[src/rtl/cc_cond_unit.sv]
// Y86-64 condition-code register and jXX/cmovXX condition evaluator.
// Also keeps counts of condition evaluations and taken results.
module cc_cond_unit #(
    parameter int unsigned CNT_W   = 32,
    parameter int unsigned CND_REG = 0
) (
    input  logic             clk,
    input  logic             reset,
    input  logic [2:0]       cc_in,
    input  logic             set_cc,
    input  logic             stall,
    input  logic             exc,
    input  logic             cond_valid,
    input  logic [3:0]       ifun,
    input  logic             cnt_clr,
    output logic [2:0]       cc_q,
    output logic             cnd,
    output logic             cnd_valid,
    output logic [CNT_W-1:0] eval_cnt,
    output logic [CNT_W-1:0] taken_cnt
);

    // Flag bit positions within the 3-bit CC word: {ZF, SF, OF}.
    localparam int unsigned ZF_BIT = 2;
    localparam int unsigned SF_BIT = 1;
    localparam int unsigned OF_BIT = 0;
    localparam logic [2:0]  CC_RST = 3'b100;

    localparam logic [3:0] FN_ALWAYS = 4'd0;
    localparam logic [3:0] FN_LE     = 4'd1;
    localparam logic [3:0] FN_L      = 4'd2;
    localparam logic [3:0] FN_E      = 4'd3;
    localparam logic [3:0] FN_NE     = 4'd4;
    localparam logic [3:0] FN_GE     = 4'd5;
    localparam logic [3:0] FN_G      = 4'd6;

    logic [2:0]       cc_d;
    logic             zf_c;
    logic             lt_c;
    logic             fn_c;
    logic             cnd_now_c;
    logic             count_en_c;
    logic [CNT_W-1:0] eval_cnt_q;
    logic [CNT_W-1:0] eval_cnt_d;
    logic [CNT_W-1:0] taken_cnt_q;
    logic [CNT_W-1:0] taken_cnt_d;

    // CC load; an excepting or stalled instruction must not change the flags.
    always_comb begin
        cc_d = cc_q;
        if (set_cc && !stall && !exc) begin
            cc_d = cc_in;
        end
    end

    // Condition function evaluated against the stored flags only.
    always_comb begin
        zf_c = cc_q[ZF_BIT];
        lt_c = cc_q[SF_BIT] ^ cc_q[OF_BIT];
        fn_c = 1'b0;
        case (ifun)
            FN_ALWAYS: fn_c = 1'b1;
            FN_LE:     fn_c = lt_c | zf_c;
            FN_L:      fn_c = lt_c;
            FN_E:      fn_c = zf_c;
            FN_NE:     fn_c = ~zf_c;
            FN_GE:     fn_c = ~lt_c;
            FN_G:      fn_c = ~lt_c & ~zf_c;
            default:   fn_c = 1'b0;
        endcase
        cnd_now_c = cond_valid & fn_c;
    end

    // Statistics counters; stall beats clear, clear beats increment.
    always_comb begin
        eval_cnt_d  = eval_cnt_q;
        taken_cnt_d = taken_cnt_q;
        count_en_c  = cond_valid & ~exc;
        if (!stall) begin
            if (cnt_clr) begin
                eval_cnt_d  = '0;
                taken_cnt_d = '0;
            end else if (count_en_c) begin
                eval_cnt_d = eval_cnt_q + CNT_W'(1);
                if (cnd_now_c) begin
                    taken_cnt_d = taken_cnt_q + CNT_W'(1);
                end
            end
        end
    end

    always_ff @(posedge clk or posedge reset) begin
        if (reset) begin
            cc_q        <= CC_RST;
            eval_cnt_q  <= '0;
            taken_cnt_q <= '0;
        end else begin
            cc_q        <= cc_d;
            eval_cnt_q  <= eval_cnt_d;
            taken_cnt_q <= taken_cnt_d;
        end
    end

    assign eval_cnt  = eval_cnt_q;
    assign taken_cnt = taken_cnt_q;

    generate
        if (CND_REG != 0) begin : g_cnd_reg
            logic cnd_q;
            logic cnd_d;
            logic cnd_valid_q;
            logic cnd_valid_d;

            always_comb begin
                cnd_d       = cnd_q;
                cnd_valid_d = cnd_valid_q;
                if (!stall) begin
                    cnd_d       = cnd_now_c;
                    cnd_valid_d = cond_valid & ~exc;
                end
            end

            always_ff @(posedge clk or posedge reset) begin
                if (reset) begin
                    cnd_q       <= 1'b0;
                    cnd_valid_q <= 1'b0;
                end else begin
                    cnd_q       <= cnd_d;
                    cnd_valid_q <= cnd_valid_d;
                end
            end

            assign cnd       = cnd_q;
            assign cnd_valid = cnd_valid_q;
        end else begin : g_cnd_comb
            assign cnd       = cnd_now_c;
            assign cnd_valid = cond_valid;
        end
    endgenerate

endmodule

[config.mk]
export PLATFORM = sky130hd
export DESIGN_NAME = cc_cond_unit
export DESIGN_NICKNAME = d
export VERILOG_FILES = /design/src/rtl/cc_cond_unit.sv
export SDC_FILE = /design/constraint.sdc
export NUM_CORES = 1
export LEC_CHECK = 0
export ABC_AREA = 1
export ABC_CLOCK_PERIOD_IN_PS = 2500
export CAP_MARGIN = 20
export CORE_MARGIN = 1
export CORE_UTILIZATION = 35
export CTS_CLUSTER_DIAMETER = 200
export DETAILED_ROUTE_END_ITERATION = 6
export GPL_ROUTABILITY_DRIVEN = 0
export RECOVER_POWER = 50
export SYNTH_ARGS = -nofsm -noshare
export SYNTH_HDL_FRONTEND = slang
export SYNTH_SLANG_ARGS = --single-unit
[constraint.sdc]
create_clock -name clk -period 2.5 [get_ports clk]
set_clock_uncertainty 0.05 [all_clocks]
set_input_delay 0.75 -clock clk [delete_from_list [all_inputs] [get_ports clk]]
set_output_delay 0.75 -clock clk [all_outputs]
set_load 0.02 [all_outputs]
==> results.ini <==
[power]
p_sw_share_pct = 27.1
internal-power_mw = 2.04
p_comb_share_pct = 13.9
p_seq_share_pct = 42.7
power_density_nw_per_um2 = 472
netSwitchingPower_mw = 0.759
pwr-share-clk_pct = 43.5
ir_worst_vdd_v = 0.000301
p_leak_nw = 2.52

[clock_network]
numClockSinks = 67
holdBufCountCts = 0
path_clk_slew_ns = 0.06
cts_inserted_buffers = 9
htreeDepth = 3
cts_tree = yes
clock_path_buffers = 2
worstSkewPairLatency_ns = 0.34
cts_root_buffer = clkbuf_16

[global_route]
grt_usage_pct = 21.3
antenna_found_initial = 0
grt_pass1_vias = 4472
overflow = 0
grt_first_pass_wirelength_um = 22200
grt_max_degree = 35

[detailed_routing]
vias = 4856
drtIter0Drc = 297
ant_nets = 0
drc = 0
detail_route.vias_per_cell = 4.82
wl_per_cell_um = 13.1
first_pass_iters = 6
routed_wl_um = 13200

[logic_synthesis]
syn_area_um2 = 4550
synth_nets = 756
netlist_instances = 740
synth_seq_cells = 67
netlist_top_cells_area = dfrtp_1, nand2_1, nor2_1
ys_warn_count = 0
synth_cell_types = 30
avgSynthCellArea_um2 = 6.15
seq_area_frac_synth_pct = 36.9
post-synth-top-area-cell = dfrtp_1
synth_edf_count = 0
synth.most_common_cell = nand2_1
synth_top_area_share_pct = 36.3
async_reset_ff_share_pct = 100
synth_top_flop_cell = dfrtp_1
synth_common_cells = nand2_1, nor2_1, nand3_1

[critical_path]
r2r_setup_slack_ns = 0.54
crit_required_ns = 1.70
worstReg2RegStart = taken_cnt[0]
crit_start = ifun[1]
crit_path_start_kind = input pin
worst-path-max-fanout = 3
reg2reg_depth = 10
r2r-end = taken_cnt[30]
arrival_ns = 1.65
end_kind = primary output
crit_type = in2out

[cells_and_area]
layout.nets = 848
design_area_um2 = 5930
fill_cells = 1313
antenna_cells = 0
final_cells = 1008
drive_gt1_share_pct = 5.50
multi_input_area_um2 = 2520
areaGrowthSynthToFinish_pct = 30.4
ff_latch_area_um2 = 1680

[floorplan]
start_util_pct = 35.9
core_um2 = 12700
die_area_um2 = 13500
fp-row-count = 41
ios = 83
die_x_um = 116
die_height_um = 116

[placement]
place_inst = 992
hpwl_um = 10000
placed_area_um2 = 5680
dp_slack_ns = -0.653
portBuffers = 82

[outcome]
status = finished, final reports clean

[sta]
max_freq_mhz = 408
min_period_ns = 2.45
drv_slew = 0
relSlewSlack_pct = 42.3
fin_ws_ns = 0.0486
whs_ns = 0.497
period_share_pct = 98.1
hold_viol_final = 0
max_slew.worst_pin.slew_ns = 0.864
rsz0062_at_grt = no
setup_viol_count_final = 0

[hold_path]
hp-start = eval_cnt[14]
min_to = eval_cnt[14]
hold_class = reg2reg
holdPathStages = 1

[run]
drv_cap = 0

## stage by stage
step	util, %	power, mW	setup TNS, ns
6_report	46.8	2.80	0
5_1_grt	46.8	2.93	0
4_1_cts	47.0	2.83	-0.207
3_5_place_dp	44.8	1.61	-0.896
3_3_place_gp	44.8	1.60	-0.796
2_1_floorplan	-	1.41	0
## registers in the layout, indices dropped and copies added (netlist names)
| register | count |
|---|---|
| taken_cnt | 32 |
| eval_cnt | 32 |
| cc_q | 3 |
## area by class of cell
type	count	area share, %
clock inverters	2	0.169
well taps	172	3.63
repair buffers	99	16.5
multi-input cells	585	42.4
inverters	70	4.47
clock buffers	13	4.56
flip-flops and latches	67	28.3
## worst max-delay path, stage by stage
cell           delay [ns]
dlygate4sd2_1        0.25
inv_1                0.06
nand2_1              0.09
nand3_1              0.07
nor2_1               0.11
nor2_2               0.06
and2_4               0.15
buf_6                0.12
## placed cells by master (no fill, tap or decap), types with 3 or more instances in the layout
cell / n
nand2_1: 276
xnor2_1: 7
nor2_2: 7
clkbuf_16: 9
dlygate4sd3_1: 3
nand3_1: 72
nor2_1: 147
a21oi_1: 13
inv_1: 68
buf_12: 3
buf_4: 7
clkbuf_1: 4
dfrtp_1: 66
xor2_1: 4
dlymetal6s2s_1: 3
clkdlybuf4s50_1: 73
nor3_1: 7
nand4_1: 12
clkbuf_8: 3
o21ai_0: 26
## power groups by stage
stage,clock network [mW],logic [mW],registers (mW)
floorplan,0,0.167,1.25
global placement,0,0.394,1.21
detailed placement,0,0.399,1.21
CTS,1.24,0.399,1.19
global route,1.29,0.430,1.20
finish,1.22,0.387,1.19
## cell families (layout without fill, tap and decap cells)
logic type / Yosys count / after routing / share of synthesized area, %
multiplexers: 1 / 1 / 0.248
AO/OA/AOI/OAI: 42 / 42 / 4.68
AND/OR/NAND/NOR: 529 / 529 / 47.7
buffers and inverters: 88 / 184 / 7.81
XOR/XNOR: 11 / 11 / 2.12
flip-flops: 67 / 67 / 36.9
adder cells (fa/ha/maj): 2 / 2 / 0.550
## how the worst max path moves through the flow
stage,endpoint,slack [ns],depth (start not counted)
CTS,cnd,-0.21,8
global route,cnd,0.007,8
finish,cnd,0.05,8
global placement,cnd,-0.57,7
floorplan,cc_q[0],0.02,1
detailed placement,cnd,-0.65,8
## what timing repair did
| item | 4_1_cts | 5_1_grt |
|---|---|---|
| resized for setup | 7 | 8 |
| setup endpoints to repair | 2 | 2 |
| buffers inserted | 0 | 1 |
| pin swaps | 1 | 2 |
## per-layer routing
layer  up-vias  GRT usage, %  wire length (um)
met5         -             0                 0
met4         0          4.44               112
met3        11          5.60               804
met2       138          32.0              5790
met1      2201          30.5              6530
li1       2506             -                 -
Power figures use the tool's default switching activity.
